**src/rtl/conv_scheduler.sv**
```systemverilog
// conv_scheduler: walks every output position of the result map and, per
// position, every kernel tap. Drives anchor/tap indices to conv_buffer,
// acc_clr/acc_en to the MAC, and presents each finished dot product on a
// valid/ready result port.
//
// Ports:
//   clk_en         clock, rising edge
//   rst_n          synchronous reset, active-high
//   conv_on        start request (sampled in IDLE)
//   anchor_l/_c    window origin (out_row*stride, out_col*stride), 32 bit
//   buf_l/_c       tap row/column within the kernel, 4 bit
//   acc_clr        clear MAC accumulator (LOAD)
//   acc_en         accumulate current tap (SCAN)
//   result_valid   MAC sum for (result_l, result_c) is ready
//   result_ready   downstream accepts the result
//   result_l/_c    output row/column index, 16 bit
//   busy           high in every state except IDLE
//   done           one-cycle pulse after the last result is accepted
//
// Optional feature: define CONV_SCHED_ABORT_EN to let conv_on=0 abort a run
// from LOAD/SCAN/DRAIN/EMIT back to IDLE (no done pulse).
module conv_scheduler #(
  parameter int unsigned weight_width  = 2,
  parameter int unsigned weight_height = 2,
  parameter int unsigned img_width     = 4,
  parameter int unsigned img_height    = 4,
  parameter int unsigned padding       = 0,
  parameter int unsigned stride        = 1,
  parameter int unsigned result_width  = (img_width - weight_width + 2 * padding) / stride + 1,
  parameter int unsigned result_height = (img_height - weight_height + 2 * padding) / stride + 1,
  parameter int unsigned mac_latency   = 1
) (
  input  logic        clk_en,
  input  logic        rst_n,
  input  logic        conv_on,
  output logic [31:0] anchor_l,
  output logic [31:0] anchor_c,
  output logic [3:0]  buf_l,
  output logic [3:0]  buf_c,
  output logic        acc_clr,
  output logic        acc_en,
  output logic        result_valid,
  input  logic        result_ready,
  output logic [15:0] result_l,
  output logic [15:0] result_c,
  output logic        busy,
  output logic        done
);

  if (weight_width > 16 || weight_height > 16 || weight_width == 0 || weight_height == 0) begin : g_bad_kernel
    $error("conv_scheduler: kernel dimensions must be 1..16");
  end
  if (mac_latency > 15) begin : g_bad_latency
    $error("conv_scheduler: mac_latency must be 0..15");
  end

  localparam logic [3:0]  TAP_L_LAST = 4'(weight_height - 1);
  localparam logic [3:0]  TAP_C_LAST = 4'(weight_width - 1);
  localparam logic [3:0]  DRAIN_INIT = 4'(mac_latency - 1);
  localparam logic [15:0] ROW_LAST   = 16'(result_height - 1);
  localparam logic [15:0] COL_LAST   = 16'(result_width - 1);
  localparam bit          HAS_DRAIN  = (mac_latency > 0);

  typedef enum logic [2:0] {
    IDLE,
    LOAD,
    SCAN,
    DRAIN,
    EMIT,
    DONE
  } state_t;

  state_t      state;
  state_t      state_nx;
  logic [15:0] out_row;
  logic [15:0] out_col;
  logic [3:0]  tap_l;
  logic [3:0]  tap_c;
  logic [3:0]  drain_cnt;
  logic        last_tap;
  logic        last_pos;
  logic        handshake;
  logic [31:0] anchor_row;
  logic [31:0] anchor_col;

  assign last_tap   = (tap_l == TAP_L_LAST) && (tap_c == TAP_C_LAST);
  assign last_pos   = (out_row == ROW_LAST) && (out_col == COL_LAST);
  assign handshake  = (state == EMIT) && result_ready;
  assign anchor_row = 32'(out_row) * 32'(stride);
  assign anchor_col = 32'(out_col) * 32'(stride);

  always_comb begin
    state_nx = state;
    unique case (state)
      IDLE:  if (conv_on) state_nx = LOAD;
      LOAD:  state_nx = SCAN;
      SCAN:  if (last_tap) state_nx = HAS_DRAIN ? DRAIN : EMIT;
      DRAIN: if (drain_cnt == '0) state_nx = EMIT;
      EMIT:  if (result_ready) state_nx = last_pos ? DONE : LOAD;
      DONE:  state_nx = IDLE;
      default: state_nx = IDLE;
    endcase
`ifdef CONV_SCHED_ABORT_EN
    if (!conv_on && (state inside {LOAD, SCAN, DRAIN, EMIT})) state_nx = IDLE;
`endif
  end

  always_comb begin
    anchor_l     = '0;
    anchor_c     = '0;
    buf_l        = '0;
    buf_c        = '0;
    acc_clr      = 1'b0;
    acc_en       = 1'b0;
    result_valid = 1'b0;
    result_l     = '0;
    result_c     = '0;
    busy         = (state != IDLE);
    done         = 1'b0;
    unique case (state)
      LOAD: begin
        acc_clr  = 1'b1;
        anchor_l = anchor_row;
        anchor_c = anchor_col;
      end
      SCAN: begin
        acc_en   = 1'b1;
        anchor_l = anchor_row;
        anchor_c = anchor_col;
        buf_l    = tap_l;
        buf_c    = tap_c;
      end
      DRAIN: begin
        anchor_l = anchor_row;
        anchor_c = anchor_col;
        buf_l    = tap_l;
        buf_c    = tap_c;
      end
      EMIT: begin
        result_valid = 1'b1;
        result_l     = out_row;
        result_c     = out_col;
        anchor_l     = anchor_row;
        anchor_c     = anchor_col;
        buf_l        = tap_l;
        buf_c        = tap_c;
      end
      DONE:    done = 1'b1;
      default: ;
    endcase
  end

  always_ff @(posedge clk_en) begin
    if (rst_n) begin
      state     <= IDLE;
      out_row   <= '0;
      out_col   <= '0;
      tap_l     <= '0;
      tap_c     <= '0;
      drain_cnt <= '0;
    end else begin
      state <= state_nx;

      if (state == IDLE && conv_on) begin
        out_row <= '0;
        out_col <= '0;
      end else if (handshake && state_nx != IDLE) begin
        if (out_col == COL_LAST) begin
          out_col <= '0;
          out_row <= out_row + 16'd1;
        end else begin
          out_col <= out_col + 16'd1;
        end
      end

      // Taps are cleared on the way into LOAD so they stay at the last tap
      // throughout DRAIN and EMIT.
      if (state_nx == LOAD) begin
        tap_l <= '0;
        tap_c <= '0;
      end else if (state == SCAN && !last_tap) begin
        if (tap_c == TAP_C_LAST) begin
          tap_c <= '0;
          tap_l <= tap_l + 4'd1;
        end else begin
          tap_c <= tap_c + 4'd1;
        end
      end

      if (state == SCAN && last_tap) begin
        drain_cnt <= DRAIN_INIT;
      end else if (state == DRAIN && drain_cnt != '0) begin
        drain_cnt <= drain_cnt - 4'd1;
      end
    end
  end

endmodule
```
**config.mk**
```make
export PLATFORM = sky130hd
export DESIGN_NAME = conv_scheduler
export DESIGN_NICKNAME = d
export VERILOG_FILES = /design/src/rtl/conv_scheduler.sv
export SDC_FILE = /design/constraint.sdc
export NUM_CORES = 1
export LEC_CHECK = 0
export CAP_MARGIN = 0
export CORE_MARGIN = 2
export CORE_UTILIZATION = 46
export CTS_CLUSTER_SIZE = 16
export DETAILED_ROUTE_END_ITERATION = 10
export GPL_ROUTABILITY_DRIVEN = 0
export GPL_TIMING_DRIVEN = 0
export PLACE_DENSITY = 0.81
export SYNTH_ARGS = -nofsm -noshare
export SYNTH_HDL_FRONTEND = slang
export SYNTH_SLANG_ARGS = --single-unit
export TNS_END_PERCENT = 30
```
**constraint.sdc**
```tcl
create_clock -name clk_en -period 2.1 [get_ports clk_en]
set_clock_uncertainty 0.15 [all_clocks]
set_input_delay 0.21 -clock clk_en [delete_from_list [all_inputs] [get_ports clk_en]]
set_output_delay 0.21 -clock clk_en [all_outputs]
set_load 0.05 [all_outputs]
```
# Word-level counts from Yosys, hierarchy flattened

Index checks and enable logic that the tools add are counted.
W data, S select, Z words.

Flip-flop bits (word level): 47
Input bits: 4
Output and inout port bits: 109
Logic and storage cells: 60

Add/subtract/negate cells: 5
Equality and inequality tests: 10
Mux-type cells: 18
Reductions and logical operators: 21

Operator list:

| operator                | count |
|---|---|
| $mux W16                | 5 |
| $add A16 B1 Y16 const B | 2 |
| $eq A16 B2 Y1 const B   | 2 |
| $mux W3                 | 5 |
| $pmux W3 S5             | 1 |
| $mux W4                 | 3 |
| $add A4 B1 Y4 const B   | 2 |
| $eq A4 B1 Y1 const B    | 2 |
| $logic_and A1 B1 Y1     | 8 |
| $eq A3 B1 Y1 const B    | 2 |
| $eq A3 B2 Y1 const B    | 2 |
| $eq A3 B3 Y1 const B    | 2 |
| $reduce_bool A3 Y1      | 2 |
| $reduce_or A2 Y1        | 3 |
| $logic_not A4 Y1        | 1 |
| $mux W1                 | 4 |
| $reduce_and A2 Y1       | 2 |
| $reduce_bool A4 Y1      | 1 |
| $reduce_or A4 Y1        | 1 |
| $sub A4 B1 Y4 const B   | 1 |
| $logic_not A3 Y1        | 1 |
| $reduce_or A3 Y1        | 1 |
| $logic_not A1 Y1        | 1 |

# Logic depth before layout (Yosys ltp)

Word-level depth: 8
Gate-level depth with buffers: 7
Mapped depth without buffers: 6

# Worst setup path after synthesis

Ideal clock, no wire load.

Path type: reg2reg
Start point: reg state[1]
End point: reg state[1]
Library setup time: 0.070 ns
Arrival: 2.081 ns
Required time: 1.880 ns
Slack: -0.201 ns
Cell stages (with the launch flop): 5
Path buffers: 1
Clock period less this slack: 2.301 ns
Cells stage by stage: dfxtp_1 buf_2 nor3b_1 nor3_1 nor2_1

Longest elaborated chain between the ends: 2
Elaborated cells between the ends (all ways): 10
Classes of those cells: eq/ne: 4; mux: 5; reduce/logical: 1

RTL lines:

| element                                    | RTL line | text |
|---|---|---|
| from (decl)                                | 73       | `state_t state;` |
| from (signal assigned)                     | 162      | `state <= state_nx;` |
| $eq A3 B3 Y1, or another cell as far along | 94       | `unique case (state)` |
| $pmux W3 S5 (*)                            | 94       |  |

Every way passes the cells marked *; elsewhere a longest branch is shown, timed or not.
A chain may end at the register's enable or synchronous reset.

# Worst setup path in the final report

Start point: reg state[1]
End point: out busy

Longest elaborated chain between the ends: 1

RTL lines:

| element            | RTL line | text |
|---|---|---|
| $reduce_bool A3 Y1 | 118      | `busy = (state != IDLE);` |
| to (decl)          | 46       | `output logic busy,` |

No other way between the ends.

==> results.toml <==
[synth]
synth_top_cell_by_area = "dfxtp_1"
synthCells = 398
async_flop_share = 0
synth_seq_area_share = 0.292
synth_edf_count = 0
synth-seq-cells = 47
yosys_most_used_dff = "dfxtp_1"
yosysUniqueCellTypes = 54
synth_area_um2 = 3220
synth_top_area_share = 0.292
ys_top_cells_by_area = "dfxtp_1, and2_1, buf_4, or3_1, nor3_1"
ys.warnings.count = 0
synth.avg_cell_area_um2 = 8.10

[final_layout]
nNetsFinal = 544
num_antenna_cells = 0
syn_to_final_growth_pct = 47.8
drive_gt1_frac = 0.356
fin_area_um2 = 4760
final_cell_mix = "buf_6, and2_1, buf_4"
fillCellCount = 537

[floorplan]
dieArea_um2 = 7690
fp-row-count = 30
io_pins = 113
core_area_um2 = 6790
die_w_um = 87.7
start_util = 0.474
die_h_um = 87.7

[clock_network]
htree_levels = 2
numCtsBuffers = 5
clock-sinks = 47
clk_pin_slew_ns = 0.09
clock_latency_ns = 0.30
tritoncts = "done"
clk_path_buf_depth = 2
root_buffer = "clkbuf_8"

[timing]
holdWs_ns = 0.341
slew_viol_final = 0
worst_slack_ns = -0.0237
finalSetupTns_ns = -0.210
period_minus_slack_ns = 2.12
hold_violations = 0
period_share = 1.01
fmax_mhz = 471
setup_viol = 21
rsz0062_at_grt = "yes"
worst_pin_slew_ns = 0.598
slew_headroom = 0.601

[hold_path]
worstHoldPathType = "flop to flop"
holdPathStages = 2
min_to = "out_col[0]"
min_from = "out_col[0]"

[placed_design]
dp_hpwl_um = 6370
port_buffers = 80
post_dp_cell_area_um2 = 4270

[worst_setup_path]
cp_cell_sequence = "buf_12 > nor3_2 > inv_1 > dlygate4sd2_1"
slowest_delay_ns = 0.43
crit_fanout = 11
start_kind = "flop"
endpoint_kind = "output port"
crit_family = "buffers and inverters"
crit_type = "flop to output port"
r2r-start = "out_col[0]"
r2r-end = "out_row[10]"
critPathArrivalTime_ns = 1.76
rr_worst_depth = 7
required_ns = 1.74
timing.reg2reg.setup_slack_ns = 0
path_buf_inv = 3
cp_slowest_cell = "nor3_2"

[job]
drv_cap = 0

[power]
power_switching_mw = 0.600
p_leak_nw = 2.05
p_int_mw = 1.27
p_total_mw = 1.88
seqPwrFrac = 0.481
p_sw_frac = 0.320
clock_power_share = 0.307
pwr-share-comb = 0.211
irDropWorstVdd_uv = 291
powerDensity_nw_per_um2 = 394

[detailed_routing]
dr.pass1.iters = 4
wl_per_cell_um = 15.6
wirelength_um = 9790
num_vias = 3343
post-route-drc-count = 0
first_iter_violations = 265
ant_nets = 0
viasPerCell = 5.31

[grt]
grt_overflow = 0
grt_pass1_vias = 2802
grt_pass1_wl_um = 14000
antenna_found_initial = 0
grt_usage = 0.226
grt_max_degree = 14

[status]
status = "finished, violations left"
violations = "setup timing"
-- power groups by stage --
stage / clock (mW) / combinational [mW] / sequential [mW]
after floorplan: 0 / 0.281 / 0.918
after global placement: 0 / 0.330 / 0.920
after detailed placement: 0 / 0.335 / 0.920
after CTS: 0.566 / 0.367 / 0.899
after global routing: 0.599 / 0.415 / 0.903
final: 0.576 / 0.396 / 0.902
-- registers in the layout, summed over array words and instances, names as in the netlist --
register,cells
out_col,16
state,3
out_row,16
drain_cnt,4
tap_l,4
tap_c,4
-- layout make-up --
type	instances	area [um^2]	share of cell area
Clock buffer	6	82.6	0.0173
Timing Repair Buffer	95	890	0.187
Clock inverter	1	5.00	0.00105
Multi-Input combinational cell	321	2250	0.473
Sequential cell	47	950	0.199
Tap cell	96	120	0.0252
Buffer	50	412	0.0865
Inverter	13	52.6	0.0110
-- worst max-delay path by stage --
stage | from | end | slack, ns | depth (start not counted)
floorplan | state[0] | state[1] | -0.07 | 4
global placement | state[1] | anchor_c[4] | -0.83 | 7
detailed placement | state[1] | anchor_l[9] | -0.86 | 7
CTS | state[2] | anchor_l[0] | -0.08 | 6
global route | out_col[0] | out_row[10] | -0.11 | 7
finish | state[1] | busy | -0.02 | 4
-- through the flow --
stage | utilization | worst slack (ns) | instances
detailed placement | 0.628 | -0.858 | 605
global placement | 0.628 | -0.826 | 605
global route | 0.701 | -0.109 | 629
floorplan | - | -0.0743 | 429
finish | 0.701 | -0.0237 | 629
CTS | 0.639 | -0.0824 | 617
-- synthesized netlist by cell type (2+ instances only) --
| master | n |
|---|---|
| o311ai_0 | 6 |
| mux2i_1 | 3 |
| nor4_1 | 6 |
| clkbuf_1 | 10 |
| nand2_1 | 18 |
| nor2_1 | 24 |
| o41ai_1 | 6 |
| nor2b_1 | 7 |
| dfxtp_1 | 47 |
| and4_1 | 5 |
| nand3_1 | 15 |
| xnor2_1 | 4 |
| nand4_1 | 5 |
| inv_1 | 13 |
| o21ai_0 | 10 |
| nor3b_1 | 6 |
| buf_2 | 8 |
| a21oi_1 | 17 |
| nor3_1 | 20 |
| o31ai_1 | 2 |
| buf_4 | 32 |
| nor4_4 | 2 |
| mux2_2 | 2 |
| and3_1 | 6 |
| xor2_1 | 10 |
| nand4_2 | 2 |
| or3_1 | 18 |
| and2_1 | 59 |
| ha_1 | 7 |
| a211oi_1 | 2 |
| or4_1 | 3 |
-- what timing repair did --
action / in CTS / in global routing
pin swaps: 3 / 13
hold buffers: 0 / 0
setup endpoints to repair: 90 / 115
buffers inserted: 4 / 9
resized for setup: 455 / 130
hold endpoints to repair: 0 / 0
cloned: 1 / 3
-- metal layers --
| layer | wire length, um | track usage | part of all wire | vias up |
|---|---|---|---|---|
| met1 | 4130 | 0.300 | 0.42 | 1554 |
| met5 | 0 | 0 | 0 | - |
| met2 | 4800 | 0.385 | 0.49 | 142 |
| li1 | - | - | - | 1626 |
| met4 | 196 | 0.0490 | 0.020 | 0 |
| met3 | 655 | 0.0368 | 0.067 | 21 |
-- kinds of logic after synthesis --
logic type                 count (synthesis)  synth area share
buffers and inverters                     63             0.114
and+or+nand+nor                          210             0.405
other                                      1           0.00116
AOI/OAI and AO/OA                         51             0.106
adders and majority gates                  7            0.0272
muxes                                      5            0.0163
xor gates and xnor gates                  14            0.0381
DFF                                       47             0.292
-- tightest hold or removal path, stage by stage, from the launching register on --
cell	delay (ns)
dfxtp_2	0.35
nand2_1	0.06
a21oi_1	0.05
Power figures use the tool's default switching activity.
